<file path="config.mk">
export PLATFORM = sky130hd
export DESIGN_NAME = bit_serial_addsub
export DESIGN_NICKNAME = d
export VERILOG_FILES = /design/src/rtl/bit_serial_addsub.sv
export SDC_FILE = /design/constraint.sdc
export NUM_CORES = 1
export LEC_CHECK = 0
export ABC_AREA = 1
export CORE_UTILIZATION = 42
export CTS_BUF_LIST = sky130_fd_sc_hd__clkbuf_4 sky130_fd_sc_hd__clkbuf_8
export CTS_CLUSTER_DIAMETER = 120
export CTS_CLUSTER_SIZE = 12
export DETAILED_ROUTE_END_ITERATION = 12
export PLACE_DENSITY = 0.76
export REMOVE_ABC_BUFFERS = 1
export SLEW_MARGIN = 10
export SYNTH_ARGS = -nofsm -noshare
export SYNTH_HDL_FRONTEND = slang
export SYNTH_SLANG_ARGS = --single-unit
</file>
<file path="constraint.sdc">
create_clock -name clk -period 3.6 [get_ports clk]
set_input_delay 0.54 -clock clk [delete_from_list [all_inputs] [get_ports clk]]
set_output_delay 0.54 -clock clk [all_outputs]
set_load 0.005 [all_outputs]
</file>
<file path="src/rtl/bit_serial_addsub.sv">
// Bit-serial adder/subtractor: parallel load, LSB-first serial sum through one
// full-adder cell, parallel registered result with a one-cycle done pulse.
module bit_serial_addsub #(
    parameter int WIDTH = 8
) (
    input  logic             clk,
    input  logic             rst_n,
    input  logic             load,
    input  logic             start,
    input  logic             sub,
    input  logic [WIDTH-1:0] A,
    input  logic [WIDTH-1:0] B,
    output logic [WIDTH-1:0] sum,
    output logic             carry_out,
    output logic             overflow,
    output logic             busy,
    output logic             done
);

    localparam int CW = (WIDTH > 2) ? $clog2(WIDTH) : 1;

    typedef enum logic [1:0] {
        IDLE,
        LOADED,
        RUN,
        DONE
    } state_t;

    state_t           state;
    state_t           state_nx;
    logic [WIDTH-1:0] a_sr;
    logic [WIDTH-1:0] b_sr;
    logic [WIDTH-1:0] res;
    logic             c;
    logic [CW-1:0]    cnt;
    logic             s_bit;
    logic             c_nx;
    logic             last;
    logic             capture;

    assign s_bit   = a_sr[0] ^ b_sr[0] ^ c;
    assign c_nx    = (a_sr[0] & b_sr[0]) | (a_sr[0] & c) | (b_sr[0] & c);
    assign last    = (cnt == CW'(WIDTH - 1));
    assign capture = load && (state == IDLE || state == LOADED);

    assign busy = (state == RUN);
    assign done = (state == DONE);

    always_comb begin
        state_nx = state;
        unique case (state)
            IDLE:    if (load) state_nx = LOADED;
            LOADED:  if (!load && start) state_nx = RUN;
            RUN:     if (last) state_nx = DONE;
            DONE:    state_nx = IDLE;
            default: state_nx = IDLE;
        endcase
    end

    always_ff @(posedge clk or negedge rst_n) begin
        if (!rst_n) state <= IDLE;
        else        state <= state_nx;
    end

    always_ff @(posedge clk or negedge rst_n) begin
        if (!rst_n) begin
            a_sr      <= '0;
            b_sr      <= '0;
            res       <= '0;
            c         <= 1'b0;
            cnt       <= '0;
            sum       <= '0;
            carry_out <= 1'b0;
            overflow  <= 1'b0;
        end else if (capture) begin
            // Subtraction is A + ~B + 1: invert B here, seed the carry with 1.
            a_sr <= A;
            b_sr <= B ^ {WIDTH{sub}};
            c    <= sub;
        end else if (state == LOADED && start) begin
            cnt <= '0;
        end else if (state == RUN) begin
            a_sr <= {1'b0, a_sr[WIDTH-1:1]};
            b_sr <= {1'b0, b_sr[WIDTH-1:1]};
            res  <= {s_bit, res[WIDTH-1:1]};
            c    <= c_nx;
            cnt  <= cnt + 1'b1;
            if (last) begin
                sum       <= {s_bit, res[WIDTH-1:1]};
                carry_out <= c_nx;
                overflow  <= c ^ c_nx;
            end
        end
    end

endmodule

</file>
# ---- Yosys cells after proc, flatten, opt, wreduce, memory -nomap -nowiden
# Index checks and enable logic that the tools add are counted.
dict set report totals {
  ff_bits 40
  wordCells 57
  in_bits 21
  output_inout_bits 12
}
dict set report op_classes {
  bitwise_logic 11
  n_eq_ne 8
  n_addsub 1
  n_mux 15
  n_reduce_logical 13
}
# operator n
set ops {}
lappend ops {{two-way mux 8 bit} 6}
lappend ops {{case mux 2 bit (4 select lines)} 1}
lappend ops {{bitwise XOR 8 bit} 1}
lappend ops {{two-way mux 2 bit} 3}
lappend ops {{two-way mux 3 bit} 2}
lappend ops {{inequality test 2 bit, second input constant} 3}
lappend ops {{AND reduction 3 bit} 2}
lappend ops {{== test 2 bit, second input constant} 2}
lappend ops {{AND reduction 2 bit} 2}
lappend ops {{AND reduction 4 bit} 1}
lappend ops {{nonzero test 2 bit} 2}
lappend ops {{adder 3 x 1 -> 3 bit, second input constant} 1}
lappend ops {{bitwise AND 1 bit} 3}
lappend ops {{== test 3 bit, second input constant} 1}
lappend ops {{logical AND 1 bit} 3}
lappend ops {{two-way mux 1 bit} 3}
lappend ops {{bitwise XOR 1 bit} 3}
lappend ops {{== test 2 x 1 -> 1 bit, second input constant} 1}
lappend ops {{logical NOT 2 bit} 1}
lappend ops {{inequality test 2 x 1 -> 1 bit, second input constant} 1}
lappend ops {{NOT 1 bit} 2}
lappend ops {{OR 1 bit} 2}
lappend ops {{logical NOT 1 bit} 1}
lappend ops {{logical OR 1 bit} 1}

# ---- Longest topological paths before layout
# Gate-level depths: netlist (run 1).
dict set report logic_depth {
  word_depth 6
  ltp_mapped 9
  depth_no_buf 8
}

# ---- Least setup slack after synthesis (run 1)
# No wires, ideal clock.
dict set report synth_path {
  path_kind {register to register}
  start {register state[0]}
  end {register sum[7]}
  path_slack_ns 2.146
  path_stages_with_launch 9
  arrival_ns 1.337
  path_buffers 1
  period_less_slack_ns 1.454
  path_cell_list {dfrtp_1 > inv_1 > ha_1 > nand2_2 > nor2_4 > nand2_4 > buf_6 > nand2_1 > nand2_1}
}
# element line
set synth_rtl {}
lappend synth_rtl {{start, declared} 29} ;# state_t state;
lappend synth_rtl {{start signal, assigned} 62} ;# else state <= state_nx;
lappend synth_rtl {{== test 2 bit} -}
lappend synth_rtl {{via busy} 16} ;# output logic busy,
lappend synth_rtl {{AND reduction 4 bit (no source line)} -}
lappend synth_rtl {{end signal, assigned} 89} ;# sum <= {s_bit, res[WIDTH-1:1]};
lappend synth_rtl {{end, declared} 13} ;# output logic [WIDTH-1:0] sum,
# The timed path passes the listed nets, and every way through them passes these cells.
# A chain may end at the register's enable or synchronous reset.

# ---- Worst setup path after layout (run 1)
dict set report layout_path {
  start {register state[0]}
  end {output port busy}
}
dict set report layout_between {
  elab_chain_len 1
}
# element line
set layout_lines {}
lappend layout_lines {{== test 2 bit} 46} ;# assign busy = (state == RUN);
lappend layout_lines {{end, declared} 16}
# Every way passes these cells.

==> key figures, run 1 <==
Worst setup path
  • Startpoint types: register
  • WP data arrival: 1.73 ns
  • R2R depth: 6
  • Max FO, Critical Path: 8
  • Crit path capture type: output pin
  • Crit Path Class: register to output pin
  • Required time worst endpoint: 3.06 ns
  • Flop2flop setup slack: 1.52 ns

Finish
  • Commonest non-fill, non-tap cell in the layout: nand2_1
  • Area Growth Syn to Fin: 21.0%
  • Final nets: 329
  • Antenna diodes: 0
  • Fill count: 468
  • Layout cells sized above 1: 0.0930
  • Most frequent cells in the layout: nand2_1 (126), dfrtp_1 (39), inv_1 (37), clkdlybuf4s50_1 (31), nand3_1 (14)

Detailed routing
  • Vias: 1680
  • Initial drt markers: 79
  • DR vias/cell: 4.57
  • DR WL met3: 152 um
  • Drt wl/cell: 10.1 um
  • WL met1: 1710 um
  • DR WL met2: 1760 um
  • First drt pass iteration count: 4
  • Final ANT Viol Nets: 0
  • DRT Wirelength: 3700 um
  • Drt drc: 0
  • Uppermost layer routed: met4

Pwr
  • Pint: 0.00108 W
  • Comb power frac: 0.438
  • Part of the power in registers: 0.397
  • Psw: 0.000719 W
  • Switch share: 0.400
  • P_leak: 1.35 nW
  • Max VDD drop: 0.298 mV
  • PwrDens: 716 nW/um2
  • Final Power: 0.00180 W
  • Clock power frac: 0.165

Status
  • Status: complete, no violations

GRT
  • Vias in the first global route: 1596
  • Global-route wire length before repair: 6730 um
  • Initial antenna violation count: 0
  • GRT Residual Overflow: 0
  • Gr usage total: 0.170
  • Largest net degree at the start of global routing: 40

CTS
  • Cts hold-fix bufs: 0
  • CTS Sinks: 39
  • Num CTS Buffers: 5
  • Post-CTS sizing: 0
  • Clk pin slew, worst setup/hold paths: 0.07 ns
  • Setup Buffers After CTS: 0
  • CTS Buffer Depth: 2
  • TritonCTS clock tree: built
  • Root buf cell: clkbuf_8
  • Clock Latency Late Sink: 0.29 ns
  • H-tree levels: 2

Synthesis
  • Seq/Total Area, Yosys: 0.471
  • Mean post-synth cell area: 7.70 um2
  • Number of storage elements in the synthesis netlist: 39
  • Synth area leader: dfrtp_1
  • Yosys top cell area share: 0.471
  • Ranking of synthesized cells by area: dfrtp_1 (47%), nand2_1 (23%), inv_1 (6.7%), ha_1 (4.2%), o21ai_2 (4.2%)
  • Ys Warns: 0
  • Post-Syn Area: 2070 um2
  • Synthesized instance count: 269
  • Count of cell types in the netlist: 20

Floorplanning
  • Die ar.: 5220 um2
  • Width of the die: 72.2 um
  • Boundary pin count: 33
  • Core footprint: 4720 um2
  • Die Y-Extent: 72.2 um
  • Initial Utilization: 0.439
  • Placement row count: 25

Timing
  • Final setup vio count: 0
  • Post-route setup TNS: 0 ns
  • Final setup margin: 1.33 ns
  • Measured slew at the worst slew-check pin: 0.850 ns
  • Clk_skew: 0.00285 ns
  • Fin crit share: 0.631
  • Fin. max-slew vios: 0
  • Endpoints failing hold: 0
  • FMAX: 441 MHz
  • RSZ-0062 raised after global routing: false
  • Tmin final: 2.27 ns
  • Relative slew margins: 0.434

Place
  • DP HPWL: 2660 um
  • PortBufs: 32
  • GPL Wtd Cong: 0.761
  • Pre-CTS setup slack: 1.49 ns

Flow run
  • Max-Cap Viols: 0

Min path
  • Hold WC Path Type: input port to asynchronous set/reset pin
final cells by class:
class / instances / area [um2] / share of cell area
Sequential cell: 39 / 976 / 0.389
Timing Repair Buffer: 32 / 315 / 0.126
Clock inverter: 1 / 5.00 / 0.00200
Clock buffer: 7 / 83.8 / 0.0334
Tap cell: 67 / 83.8 / 0.0334
Multi-Input combinational cell: 182 / 893 / 0.356
Inverter: 40 / 150 / 0.0599
state kept, by name, indices dropped and copies added (netlist names):
signal     cells
cnt            3
c              1
res            7
sum            8
overflow       1
carry_out      1
state          2
a_sr           8
b_sr           8
critical path, cell delays in order, from the launching register on:
cell,delay [ns]
dfrtp_1,0.42
inv_1,0.14
ha_1,0.33
clkdlybuf4s50_1,0.55
path summary, 6_finish.rpt:
kind,from,to
max,state[0],busy
min,rst_n,res[1]
max reg2reg,state[0],sum[4]
min reg2reg,sum[7],sum[7]
max in group asynchronous,rst_n,sum[6]
min in group clk,sum[7],sum[7]
synthesized netlist by cell type:
master	number
buf_2	3
buf_4	3
buf_6	1
clkbuf_1	1
dfrtp_1	39
fa_1	1
ha_1	7
inv_1	37
inv_2	3
nand2_1	126
nand2_2	2
nand2_4	1
nand3_1	14
nand4_1	5
nor2_1	1
nor2_4	2
o21ai_0	10
o21ai_2	10
or2_2	1
xnor2_1	2
layer usage:
metal / vias to the layer above / GRT usage
met5: - / 0
met2: 32 / 0.281
met1: 766 / 0.201
li1: 876 / -
met3: 6 / 0.0542
met4: 0 / 0.0784
power by group through the flow:
stage	Combinational [W]	Clock (W)	Sequential (W)
2_1_floorplan	0.000564	0	0.000701
4_1_cts	0.000802	0.000309	0.000714
3_3_place_gp	0.000770	0	0.000716
3_5_place_dp	0.000801	0	0.000721
6_report	0.000787	0.000296	0.000713
5_1_grt	0.000919	0.000323	0.000734
through the flow:
step	cells	hold WS, ns	cell area [um2]	util
after floorplan	261	0.244	2020	-
after global placement	360	0.460	2420	0.512
after detailed placement	360	0.465	2420	0.512
after CTS	368	0.377	2510	0.531
after global routing	368	0.427	2510	0.531
final	368	0.349	2510	0.531
cell families (layout without fill, tap and decap cells):
kind of cell | Yosys count | count (layout) | share of synthesized area
simple gates | 152 | 152 | 0.304
fa+ha+maj | 8 | 8 | 0.0519
flops | 39 | 39 | 0.471
buf+inv | 48 | 80 | 0.0978
xor+xnor | 2 | 2 | 0.00846
compound gates | 20 | 20 | 0.0664
(Power assumes the default switching activity.)
==> inputs of run 2 (changes only) <==
Settings changed: PLACE_DENSITY 0.76 to 0.79.
Clock period 3.6 ns to 1.9 ns, I/O delays scaled along.
==> key figures, run 2 (synthesis gave the netlist of run 1 again) <==
Finish
  • Biggest regs: a_sr (8), b_sr (8), sum (8) (unchanged)
  • Most frequent cells in the layout: nand2_1 (126), dfrtp_1 (39), inv_1 (36), clkdlybuf4s50_1 (31), nand3_1 (14) (was nand2_1 (126), dfrtp_1 (39), inv_1 (37), clkdlybuf4s50_1 (31), nand3_1 (14))
  • Layout cells sized above 1: 0.109 (was 0.0930)
  • Final nets: 333 (was 329)
  • Final non-filler cell total: 371 (was 368)
  • Commonest non-fill, non-tap cell in the layout: nand2_1 (unchanged)
  • Area Growth Syn to Fin: 23.9% (was 21.0%)
  • Antenna diodes: 0 (unchanged)

Pwr
  • PwrDens: 1400 nW/um2 (was 716 nW/um2)
  • P_leak: 1.37 nW (was 1.35 nW)
  • Final Power: 0.00360 W (was 0.00180 W)
  • Max VDD drop: 0.549 mV (was 0.298 mV)

Worst setup path
  • Crit path largest cell delay: 0.51 ns (was 0.55 ns)
  • Required time worst endpoint: 1.62 ns (was 3.06 ns)
  • Crit Path Class: register to output pin (unchanged)
  • R2R depth: 7 (was 6)
  • Crit path capture type: output pin (unchanged)
  • Max FO, Critical Path: 8 (unchanged)
  • Critical Path Start: state[0] (unchanged)
  • Crit path cell chain: inv_2, ha_4, clkdlybuf4s50_1 (was inv_1, ha_1, clkdlybuf4s50_1)
  • Startpoint types: register (unchanged)
  • Crit-path slowest cell: clkdlybuf4s50_1 (unchanged)
  • WP data arrival: 1.53 ns (was 1.73 ns)
  • Critical R2R Launch: state[1] (was state[0])

Timing
  • RSZ-0062 raised after global routing: false (unchanged)
  • Fin. max-slew vios: 0 (unchanged)
  • Relative slew margins: 0.686 (was 0.434)
  • Tmin final: 1.81 ns
  • Measured slew at the worst slew-check pin: 0.472 ns (was 0.850 ns)
  • Endpoints failing hold: 0 (unchanged)
  • Final setup vio count: 0 (unchanged)
  • Fin crit share: 0.955
  • Clk_skew: 0.00603 ns (was 0.00285 ns)
  • FMAX: 551 MHz
  • Final hold slack: 0.0344 ns (was 0.349 ns)
  • Post-route setup TNS: 0 ns (unchanged)

GRT
  • Initial antenna violation count: 0 (unchanged)
  • Largest net degree at the start of global routing: 40 (unchanged)
  • GRT Residual Overflow: 0 (unchanged)
  • Vias in the first global route: 1549 (was 1596)
  • Global-route wire length before repair: 6770 um (was 6730 um)
  • Gr usage total: 0.170 (about the same)

Min path
  • Hold WC Path Type: input port to asynchronous set/reset pin (unchanged)

Detailed routing
  • First drt pass iteration count: 5 (was 4)
  • Drt wl/cell: 10.2 um (was 10.1 um)
  • Final ANT Viol Nets: 0 (unchanged)
  • DR vias/cell: 4.50 (was 4.57)
  • DR WL met2: 1770 um (was 1760 um)
  • DRT Wirelength: 3790 um (was 3700 um)
  • WL met1: 1790 um (was 1710 um)
  • DR WL met3: 175 um (was 152 um)
  • Drt drc: 0 (unchanged)
  • Uppermost layer routed: met4 (unchanged)
  • Initial drt markers: 130 (was 79)
  • Vias: 1671 (was 1680)

Place
  • Placed cell count: 364 (was 360)
  • GPL Wtd Cong: 0.803 (was 0.761)
  • DP HPWL: 2720 um (was 2660 um)
  • PortBufs: 32 (unchanged)

CTS
  • Cts hold-fix bufs: 0 (unchanged)
  • Num CTS Buffers: 5 (unchanged)
  • CTS Sinks: 39 (unchanged)
  • Post-CTS sizing: 2 (was 0)
  • Clock Latency Late Sink: 0.29 ns (about the same)
  • H-tree levels: 2 (unchanged)
  • Setup Buffers After CTS: 0 (unchanged)
  • Root buf cell: clkbuf_8 (unchanged)
  • Clk pin slew, worst setup/hold paths: 0.07 ns (about the same)
  • TritonCTS clock tree: built (unchanged)
  • CTS Buffer Depth: 2 (unchanged)

Floorplanning
  • Width of the die: 72.2 um (unchanged)
  • Boundary pin count: 33 (unchanged)
  • Initial Utilization: 0.439 (unchanged)
  • Core footprint: 4720 um2 (unchanged)
  • Die ar.: 5220 um2 (unchanged)
  • Die Y-Extent: 72.2 um (unchanged)
  • Placement row count: 25 (unchanged)

Flow run
  • Max-Cap Viols: 0 (unchanged)

Status
  • Status: complete, no violations (unchanged)
==> run 2: cell count changes in the layout (fill, tap and decap cells not counted) <==
cell       previous run  this run
buf_4                 0         4
bufinv_16             0         1
clkbuf_4              2         1
clkinv_2              1         0
ha_1                  7         6
ha_4                  0         1
inv_1                37        36
inv_2                 3         4
==> run 2: cell type report <==
type | instances | area, um2
Fill cell | 460 | 2160
Tap cell | 67 | 83.8
Multi-Input combinational cell | 182 | 906
Clock buffer | 6 | 76.3
Clock inverter | 1 | 30.0
Timing Repair Buffer | 36 | 345
Sequential cell | 39 | 976
Inverter | 40 | 150
==> run 2: where the power goes <==
part           total, W  internal (W)  leakage (nW)  switching, W
sequential      0.00136       0.00116         0.464      0.000204
combinational   0.00156      0.000648         0.850      0.000916
clock          0.000672      0.000399        0.0547      0.000274
==> run 2: per-layer routing <==
metal / GRT usage / vias up
met5: 0 / -
met4: 0.0523 / 0
met3: 0.0597 / 6
met2: 0.276 / 33
met1: 0.212 / 752
li1: - / 880
==> run 2: path summary, 6_finish.rpt <==
check                          end  slack [ns]
min in group clk           a_sr[6]        0.48
min                         sum[0]        0.03
max in group asynchronous  a_sr[2]        1.54
max                           busy        0.09
min reg2reg                a_sr[6]        0.48
max reg2reg                b_sr[0]        0.17
==> run 2: per-stage QoR <==
stage	setup WS [ns]	instance area [um2]	util
2_1_floorplan	0.142	2020	-
3_3_place_gp	0.258	2450	0.518
3_5_place_dp	0.216	2450	0.518
4_1_cts	0.0155	2570	0.544
5_1_grt	0.00931	2570	0.544
6_report	0.0861	2570	0.544
==> run 2: critical path: cells and delay by family (launching register included) <==
family                     cells  cell delay (ns)
buffers and inverters          2             0.63
DFF                            1             0.42
adders and majority gates      1             0.19
